`src/rtl/mem_wb_stage.sv`:
```
// ---------------------------------------------------------------------------------------------
// mem_wb_stage
//
// MEM->WB pipeline boundary and write-back select. MEM-stage results are captured when the
// SRAM controller reports ready. Every cycle that memory is busy inserts a write-back bubble.
// The stage drives the register-file write port from registered state only, so no input
// reaches an output through combinational logic. It also keeps saturating stall statistics
// for performance debug.
//
// Parameters
//   CNT_W         width of the saturating stall/retire/max-stall counters
//
// Ports
//   clk           system clock
//   rst           synchronous active-high reset
//   ready         SRAM controller ready (0 = access in flight)
//   MEM_R_EN      MEM-stage instruction is a load
//   WB_EN         MEM-stage instruction writes the register file
//   Dest          destination register index
//   ALU_res       ALU result / address forwarded by MEM stage
//   MEM_out       load data from MEM stage (valid when ready=1)
//   cnt_clr       synchronous clear of all statistics counters
//   WB_WB_EN      register-file write enable
//   WB_Dest       register-file write index
//   WB_Value      register-file write data (load data or ALU result)
//   mem_busy      high while the stall tracker is in its stall state
//   stall_cycles  total cycles sampled with ready=0 (saturating)
//   retired_wb    total cycles with WB_WB_EN=1 (saturating)
//   max_stall     longest contiguous stall observed (saturating)
// ---------------------------------------------------------------------------------------------

module mem_wb_stage #(
    parameter int unsigned CNT_W = 16
) (
    input  logic             clk,
    input  logic             rst,
    input  logic             ready,
    input  logic             MEM_R_EN,
    input  logic             WB_EN,
    input  logic [3:0]       Dest,
    input  logic [31:0]      ALU_res,
    input  logic [31:0]      MEM_out,
    input  logic             cnt_clr,
    output logic             WB_WB_EN,
    output logic [3:0]       WB_Dest,
    output logic [31:0]      WB_Value,
    output logic             mem_busy,
    output logic [CNT_W-1:0] stall_cycles,
    output logic [CNT_W-1:0] retired_wb,
    output logic [CNT_W-1:0] max_stall
);

    localparam logic [CNT_W-1:0] CntMax = '1;
    localparam logic [CNT_W-1:0] CntOne = CNT_W'(1);

    typedef enum logic [0:0] {
        StRun,
        StStall
    } state_e;

    // ---------------------------------------------------------------------------------------
    // Pipeline registers
    // ---------------------------------------------------------------------------------------
    logic        wb_en_q;
    logic        mem_r_en_q;
    logic [3:0]  dest_q;
    logic [31:0] alu_q;
    logic [31:0] mem_q;

    // While memory is busy only the write enable is forced low; the payload holds so the
    // bubble carries no spurious data changes.
    always_ff @(posedge clk) begin
        if (rst) begin
            wb_en_q    <= 1'b0;
            mem_r_en_q <= 1'b0;
            dest_q     <= 4'h0;
            alu_q      <= 32'h0;
            mem_q      <= 32'h0;
        end else if (ready) begin
            wb_en_q    <= WB_EN;
            mem_r_en_q <= MEM_R_EN;
            dest_q     <= Dest;
            alu_q      <= ALU_res;
            mem_q      <= MEM_out;
        end else begin
            wb_en_q    <= 1'b0;
        end
    end

    always_comb begin
        WB_WB_EN = wb_en_q;
        WB_Dest  = dest_q;
        WB_Value = mem_r_en_q ? mem_q : alu_q;
    end

    // ---------------------------------------------------------------------------------------
    // Stall tracker FSM and statistics
    // ---------------------------------------------------------------------------------------
    state_e           state_q, state_d;
    logic [CNT_W-1:0] cur_len_q, cur_len_d;
    logic [CNT_W-1:0] max_q, max_d;
    logic [CNT_W-1:0] stall_q, stall_d;
    logic [CNT_W-1:0] retired_q, retired_d;

    always_comb begin
        state_d   = state_q;
        cur_len_d = cur_len_q;
        max_d     = max_q;
        stall_d   = stall_q;
        retired_d = retired_q;

        unique case (state_q)
            StRun: begin
                if (!ready) begin
                    state_d   = StStall;
                    cur_len_d = CntOne;
                end
            end
            StStall: begin
                if (!ready) begin
                    if (cur_len_q != CntMax) begin
                        cur_len_d = cur_len_q + CntOne;
                    end
                end else begin
                    state_d   = StRun;
                    cur_len_d = '0;
                    if (cur_len_q > max_q) begin
                        max_d = cur_len_q;
                    end
                end
            end
            default: begin
                state_d   = StRun;
                cur_len_d = '0;
            end
        endcase

        if (!ready && (stall_q != CntMax)) begin
            stall_d = stall_q + CntOne;
        end
        if (wb_en_q && (retired_q != CntMax)) begin
            retired_d = retired_q + CntOne;
        end

        // Clear beats any same-cycle increment. Clearing cur_len mid-stall means only the
        // post-clear part of that stall can reach max_stall. FSM state is left alone.
        if (cnt_clr) begin
            cur_len_d = '0;
            max_d     = '0;
            stall_d   = '0;
            retired_d = '0;
        end
    end

    // Reset mid-stall drops cur_len without recording it.
    always_ff @(posedge clk) begin
        if (rst) begin
            state_q   <= StRun;
            cur_len_q <= '0;
            max_q     <= '0;
            stall_q   <= '0;
            retired_q <= '0;
        end else begin
            state_q   <= state_d;
            cur_len_q <= cur_len_d;
            max_q     <= max_d;
            stall_q   <= stall_d;
            retired_q <= retired_d;
        end
    end

    always_comb begin
        mem_busy     = (state_q == StStall);
        stall_cycles = stall_q;
        retired_wb   = retired_q;
        max_stall    = max_q;
    end

endmodule

```
`config.mk`:
```
export PLATFORM = sky130hd
export DESIGN_NAME = mem_wb_stage
export DESIGN_NICKNAME = d
export VERILOG_FILES = /design/src/rtl/mem_wb_stage.sv
export SDC_FILE = /design/constraint.sdc
export NUM_CORES = 1
export LEC_CHECK = 0
export BUFFER_PORTS_ARGS = -buffer_cell sky130_fd_sc_hd__buf_2
export CELL_PAD_IN_SITES_DETAIL_PLACEMENT = 0
export CELL_PAD_IN_SITES_GLOBAL_PLACEMENT = 1
export CORE_UTILIZATION = 41
export CTS_BUF_LIST = sky130_fd_sc_hd__clkbuf_4
export DETAILED_ROUTE_END_ITERATION = 6
export PLACE_DENSITY = 0.79
export SETUP_SLACK_MARGIN = 0.05
export SYNTH_ARGS = -nofsm -noshare
export SYNTH_HDL_FRONTEND = slang
export SYNTH_SLANG_ARGS = --single-unit
```
`constraint.sdc`:
```
create_clock -name clk -period 3 [get_ports clk]
set_input_delay 0.75 -clock clk [delete_from_list [all_inputs] [get_ports clk]]
set_output_delay 0.75 -clock clk [all_outputs]
set_load 0.005 [all_outputs]
```
# After elaboration in Yosys (flattened, before gate mapping)
# Cells that the tools add are included.
# classes
add_sub_neg	3
order_cmp	1
n_eq_ne	5
n_mux	6
bitwise	2
n_reduce_logical	7
# ops
operator	n
$add A16 B1 Y16 const B	3
$mux W16	3
$ne A16 B16 Y1 const B	3
$mux W32	1
$pmux W16 S2	1
$gt A16 B16 Y1	1
$reduce_or A2 Y1	2
$ne A3 B2 Y1 const B	1
$reduce_and A3 Y1	1
$logic_and A1 B1 Y1	2
$ne A2 B2 Y1 const B	1
$not A1 Y1	2
$reduce_and A2 Y1	1
$logic_not A1 Y1	1
$mux W1	1
# word_totals
register_bits	135
out_inout_bits	86
elab_cells	34

# Longest topological paths before layout
# Gate-level depths: netlist (run 1).
# depth
word_depth	4
depth_mapped	9
mapped_depth_nobuf	7

# Worst setup path before layout (run 1)
# OpenSTA, ideal clock, no wires.
# synth_path
kind	input port to flip-flop
from	input port rst
to	register cur_len_q[5]
setup_ps	101
arrival_ps	2221
t_required_ps	2899
path_slack_ps	678
path_stages	7
path_buffers	2
path_cell_list	clkbuf_1 -> or2_2 -> or3_1 -> o32ai_4 -> buf_6 -> o21ai_1 -> o41ai_1
# synth_via
elab_chain_len	1
# synth_lines
item	line	source
start: declaration	36	input logic rst,
$reduce_or A2 Y1 (no source line)	-	
end signal: assignment	165	cur_len_q <= cur_len_d;
end: declaration	100	logic [CNT_W-1:0] cur_len_q, cur_len_d;
# Every way passes these cells.
# A chain may end at the register's enable or synchronous reset.

# Final worst setup path (run 1)
# layout_path
from	register mem_r_en_q
to	output port WB_Value[13]
# layout_via
elab_chain_len	1
# layout_lines
item	line	source
start: declaration	65	logic mem_r_en_q;
start signal: assignment	75	mem_r_en_q <= 1'b0;
start signal: assignment	81	mem_r_en_q <= MEM_R_EN;
$mux W32	93	WB_Value = mem_r_en_q ? mem_q : alu_q;
end: declaration	46	output logic [31:0] WB_Value,
# Every way passes these cells.

==> results.json, run 1 <==
{
  "status": "finished, final reports clean",
  "crit_path_end_kind": "output pin",
  "power_mw": 3.48,
  "hold_violations": 0,
  "cp_max_fo": 33,
  "fin_area_um2": 7750,
  "via_per_inst": 5.28,
  "vias": 5680,
  "synth.distinct_cells": 53,
  "n_fill_cell": 1445,
  "pin_count": 160,
  "synth_compound_area_share_pct": 11.4,
  "cts_buffer_depth": 2,
  "clk_pin_slew_ps": 120,
  "initial_utilization_pct": 42.3,
  "dieWidth_um": 127,
  "grt_pass1_vias": 5222,
  "worstHoldPathType": "in2reg",
  "pwr-share-clk_pct": 36.9,
  "synth_xor_area_share_pct": 3.53,
  "worstReg2RegEnd": "cur_len_q[8]$_SDFFE_PP0P_",
  "cts_resized": 0,
  "grt_max_degree": 72,
  "ys.flop_type": "dfxtp_1",
  "cts-root-buf": "clkbuf_4",
  "seq_power_share_pct": 54.1,
  "synth_top_family_by_area": "simple AND/OR/NAND/NOR gates",
  "synthTopCellsByArea": "dfxtp_1 (42%), mux2i_1 (11%), nor2_1 (6.4%)",
  "crit_arrival_ps": 1820,
  "pwr_density_cell_nw_per_um2": 449,
  "cts_setup_buffers": 0,
  "cts_tree": "built",
  "path_class": "reg2out",
  "synthAdderAreaFrac_pct": 3.68,
  "dieArea_um2": 16200,
  "switchingPower_mw": 0.890,
  "maxSlewHeadroom_pct": 52.4,
  "nNetsFinal": 944,
  "first_pass_iters": 5,
  "diodes": 0,
  "grt_pass1_wl_um": 25500,
  "max_freq_mhz": 390,
  "fin_worst_skew_ps": 23.1,
  "row_count": 45,
  "coreArea_um2": 15300,
  "ys_seq_area_share_pct": 41.9,
  "cts-htree-levels": 4,
  "r2r-start": "cur_len_q[1]$_SDFFE_PP0P_",
  "drtIter0Drc": 296,
  "ir_drop_mv": 0.300,
  "comb_power_share_pct": 9.0,
  "grt.met3_usage_pct": 7.91,
  "antenna_found_initial": 1,
  "p_sw_share_pct": 25.6,
  "grt-ovfl-total": 0,
  "setup_viol": 0,
  "synthMuxAreaShare_pct": 16.4,
  "netlist_area_um2": 6450,
  "worstSetupEndpoint": "WB_Value[13]",
  "track_usage_pct": 19.6,
  "synth_warnings": 0,
  "yosysTopAreaCell": "dfxtp_1",
  "gp_congestion": 0.822,
  "grt_util_met2_pct": 29.7,
  "yosys.area_share.simple_pct": 18.8,
  "dp_hpwl_um": 11000,
  "hold_ws_ps": 439,
  "met1_usage_pct": 24.9,
  "antenna_left": 0,
  "reg2reg_slack_ps": 620,
  "synth_most_common_cell": "dfxtp_1",
  "tns_ps": 0,
  "start_kind": "flip-flop",
  "period_share_pct": 85.6,
  "synthCells": 708,
  "layout_min_cycle_time_ps": 2570,
  "ctsHoldBuffers": 0,
  "cap_violations": 0,
  "top_usage_layer": "met2",
  "rsz0062_at_grt": "no",
  "async_flop_share_pct": 0,
  "drc": 0,
  "yosys-top-cells-count": "dfxtp_1 (135), nor2_1 (110), mux2i_1 (70), clkbuf_1 (36), nand2_1 (35)",
  "numPortBuffers": 159,
  "place_area_um2": 7450,
  "area_delta_synth_final_pct": 20.1,
  "wl_per_cell_um": 14.5,
  "intPower_mw": 2.59,
  "place_inst": 1043,
  "synth.avg_cell_area_um2": 9.12,
  "synth_edf_count": 0,
  "ys_ff_latch": 135,
  "min_from": "MEM_out[22]",
  "reg2reg_depth": 6,
  "numCtsBuffers": 17,
  "clkLatencyLatePin_ps": 540,
  "layout-drive-gt1-share_pct": 29.6,
  "syn-num-nets": 801,
  "final_core_util_pct": 50.8,
  "cts.sinks": 135,
  "tightest_slew_ps": 705,
  "worst_slack_ps": 433,
  "startpoint": "mem_r_en_q$_SDFFE_PP0P_",
  "wl_um": 15600,
  "slew_viol_final": 0,
  "stdcell_count": 1075,
  "synth_top_area_share_pct": 41.9,
  "die_h_um": 127,
  "leakage_nw": 3.39,
  "cp.required_ps": 2250,
  "pre_cts_slack_ps": 541
}
-- state kept, by name (all words and copies together), names as in the netlist --
signal,cells
retired_wb,16
WB_Dest,4
WB_WB_EN,1
mem_busy,1
stall_cycles,16
mem_r_en_q,1
mem_q,32
cur_len_q,16
alu_q,32
max_stall,16
-- layout by cell type, fill, tap and decap left out, types with 3 or more instances in the layout --
| master | instances |
|---|---|
| and3_1 | 7 |
| nand4_1 | 30 |
| dfxtp_1 | 135 |
| nor3_1 | 10 |
| a21oi_1 | 13 |
| nor2_1 | 110 |
| clkinvlp_4 | 3 |
| inv_6 | 4 |
| o21ai_1 | 16 |
| o41ai_1 | 3 |
| buf_4 | 12 |
| xnor2_1 | 10 |
| nand2b_1 | 5 |
| o21ai_0 | 4 |
| nor4_1 | 5 |
| clkbuf_4 | 17 |
| mux2i_1 | 70 |
| a31o_2 | 13 |
| o21a_1 | 5 |
| xor2_1 | 16 |
| ha_1 | 19 |
| nand2_1 | 35 |
| a31oi_1 | 21 |
| o31ai_1 | 7 |
| or3_1 | 3 |
| bufinv_16 | 3 |
| nand3_1 | 30 |
| and4_1 | 7 |
| mux2_2 | 32 |
| buf_2 | 158 |
| inv_1 | 21 |
| o2111ai_1 | 3 |
-- worst max-delay path, cell delays in order (launching register included) --
cell and delay, ps:
dfxtp_1 320, buf_4 390, mux2_2 420, buf_2 140
-- layer usage --
| metal | vias to the layer above | part of all wire [%] |
|---|---|---|
| met2 | 177 | 45 |
| met4 | 2 | 1.0 |
| met5 | - | 0.064 |
| met1 | 2654 | 45 |
| met3 | 21 | 8.6 |
| li1 | 2826 | - |
-- power groups by stage --
stage | Clock (mW) | Combinational [mW] | Sequential, mW
finish | 1.28 | 0.314 | 1.88
global route | 1.41 | 0.348 | 1.89
detailed placement | 0 | 0.317 | 1.92
global placement | 0 | 0.309 | 1.92
CTS | 1.34 | 0.318 | 1.88
floorplan | 0 | 0.201 | 1.91
-- final cells by class --
| cell class | count | area, um^2 | area share [%] |
|---|---|---|---|
| Multi-Input combinational cell | 504 | 3480 | 44.9 |
| Sequential cell | 135 | 2700 | 34.9 |
| Timing Repair Buffer | 172 | 921 | 11.9 |
| Tap cell | 211 | 264 | 3.41 |
| Clock inverter | 15 | 174 | 2.24 |
| Clock buffer | 17 | 128 | 1.65 |
| Inverter | 21 | 78.8 | 1.02 |
-- worst min path at each step --
stage / slack, ps / depth (start not counted) / endpoint
floorplan: 450 / 2 / mem_q[0]$_SDFFE_PP0P_
global placement: 470 / 2 / mem_q[12]$_SDFFE_PP0P_
detailed placement: 480 / 2 / mem_q[24]$_SDFFE_PP0P_
CTS: 370 / 3 / mem_q[22]$_SDFFE_PP0P_
global route: 380 / 3 / mem_q[25]$_SDFFE_PP0P_
finish: 440 / 3 / mem_q[22]$_SDFFE_PP0P_
-- kinds of logic after synthesis --
group	count (synthesis)
AOI/OAI and AO/OA	103
xor gates and xnor gates	26
adders and majority gates	19
buffers and inverters	69
DFF	135
muxes	102
and+or+nand+nor	254
Note: power is estimated with default switching activity, not from simulation.
==> inputs of run 2 (changes only) <==
--- a/config.mk
+++ b/config.mk
@@ -12,6 +12,7 @@
 export CTS_BUF_LIST = sky130_fd_sc_hd__clkbuf_4
 export DETAILED_ROUTE_END_ITERATION = 6
 export PLACE_DENSITY = 0.79
+export RECOVER_POWER = 50
 export SETUP_SLACK_MARGIN = 0.05
 export SYNTH_ARGS = -nofsm -noshare
 export SYNTH_HDL_FRONTEND = slang
==> run 2 against run 1 <==
Effect of this change:
- clock-buffer cell count unchanged
- final cell count unchanged
- first-iteration DRC count up 1.0%
- utilization down 0.098 points
- setup slack about the same
- sequential cell count unchanged
- critical path type unchanged
- non-clock buffer count unchanged
- via count about the same
- clock skew down 1.4 ps
- critical path depth unchanged
- clock power about the same
- largest cell class unchanged
==> results.json, run 2 (synthesis gave the netlist of run 1 again) <==
{
  "status": "finished, final reports clean",
  "path_cells": "buf_4, mux2_2, buf_2",
  "cts_setup_buffers": 0,
  "path_class": "reg2out",
  "grt_pass1_wl_um": 25500,
  "cts-root-buf": "clkbuf_4",
  "pwr_density_cell_nw_per_um2": 450,
  "tightest_slew_ps": 1410,
  "dp_hpwl_um": 11000,
  "most-common-layout-cells": "buf_2 (148), dfxtp_1 (135), nor2_1 (110)",
  "start_kind": "flip-flop",
  "row_count": 45,
  "vias": 5679,
  "maxSlewHeadroom_pct": 5.80,
  "n_fill_cell": 1451,
  "initial_utilization_pct": 42.3,
  "drc": 0,
  "antenna_left": 0,
  "diodes": 0,
  "gp_congestion": 0.822,
  "slowest_delay_ps": 420,
  "leakage_nw": 3.35,
  "cp.required_ps": 2250,
  "slew_viol_final": 0,
  "hold_violations": 0,
  "rsz0062_at_grt": "no",
  "die_h_um": 127,
  "met1_length_um": 7000,
  "wl_um": 15600,
  "period_share_pct": 85.6,
  "coreArea_um2": 15300,
  "cap_violations": 0,
  "ctsHoldBuffers": 0,
  "crit_path_end_kind": "output pin",
  "cts.sinks": 135,
  "tns_ps": 0,
  "area_delta_synth_final_pct": 19.9,
  "nNetsFinal": 944,
  "final_common_cell": "buf_2",
  "dr_wl_met2_um": 7080,
  "worst_path_max_delay_cell": "mux2_2",
  "cts_tree": "built",
  "layout-drive-gt1-share_pct": 28.5,
  "fin_worst_skew_ps": 21.7,
  "numPortBuffers": 159,
  "grt-ovfl-total": 0,
  "first_pass_iters": 5,
  "clk_pin_slew_ps": 120,
  "place_area_um2": 7450,
  "wl_per_cell_um": 14.5,
  "numCtsBuffers": 17,
  "max_freq_mhz": 390,
  "antenna_found_initial": 1,
  "pin_count": 160,
  "met3WireLength_um": 1350,
  "setup_viol": 0,
  "crit_arrival_ps": 1820,
  "cp_max_fo": 33,
  "fin_area_um2": 7740,
  "grt_pass1_vias": 5222,
  "ir_drop_mv": 0.300,
  "layout_min_cycle_time_ps": 2570,
  "drtIter0Drc": 299,
  "cts-htree-levels": 4,
  "dieWidth_um": 127,
  "cts_buffer_depth": 2,
  "via_per_inst": 5.28,
  "dieArea_um2": 16200,
  "topRoutingLayerUsed": "met5",
  "track_usage_pct": 19.6,
  "largestRegisters": "alu_q: 32 flops, mem_q: 32 flops",
  "worstHoldPathType": "in2reg",
  "grt_max_degree": 72,
  "cts_resized": 0,
  "clkLatencyLatePin_ps": 540
}
==> run 2: worst max-delay path, delay by kind of cell (launching register included) <==
family	cells	cell delay (ps)
buffers and inverters	2	530
muxes	1	420
DFF	1	320
==> run 2: final cells by class <==
type | instances | area, um^2 | area share [%]
multi-input combinational | 504 | 3480 | 45.0
sequential | 135 | 2700 | 34.9
timing repair buffer | 172 | 906 | 11.7
tap | 211 | 264 | 3.41
clock inverter | 15 | 174 | 2.25
clock buffer | 17 | 128 | 1.65
inverter | 21 | 78.8 | 1.02
==> run 2: power breakdown <==
part           internal [mW]  switching (mW)  leakage (nW)
combinational          0.159           0.155          2.09
sequential              1.85          0.0313          1.10
clock                  0.580           0.703         0.154
==> run 2: final timing paths <==
path                        startpoint                        end  slack [ps]  cells past startpoint
max reg2reg  cur_len_q[1]$_SDFFE_PP0P_  cur_len_q[8]$_SDFFE_PP0P_         620                      6
min                        MEM_out[22]     mem_q[22]$_SDFFE_PP0P_         440                      3
min reg2reg      alu_q[3]$_SDFFE_PP0P_      alu_q[3]$_SDFFE_PP0P_         510                      2
max            mem_r_en_q$_SDFFE_PP0P_               WB_Value[13]         430                      3
==> run 2: routing by layer <==
| layer | GRT usage (%) | vias up |
|---|---|---|
| met5 | 0 | - |
| met4 | 7.14 | 2 |
| met3 | 7.91 | 21 |
| met2 | 29.7 | 180 |
| met1 | 24.9 | 2648 |
| li1 | - | 2828 |
==> run 2: through the flow <==
| step | power (mW) | util (%) | hold WS (ps) | cells | setup slack [ps] |
|---|---|---|---|---|---|
| after detailed placement | 2.24 | 48.8 | 477 | 1043 | 541 |
| after floorplan | 2.11 | - | 454 | 708 | 678 |
| after global routing | 3.65 | 50.7 | 379 | 1075 | 310 |
| after global placement | 2.23 | 48.8 | 467 | 1043 | 567 |
| final | 3.48 | 50.7 | 439 | 1075 | 433 |
| after CTS | 3.54 | 50.8 | 368 | 1075 | 349 |
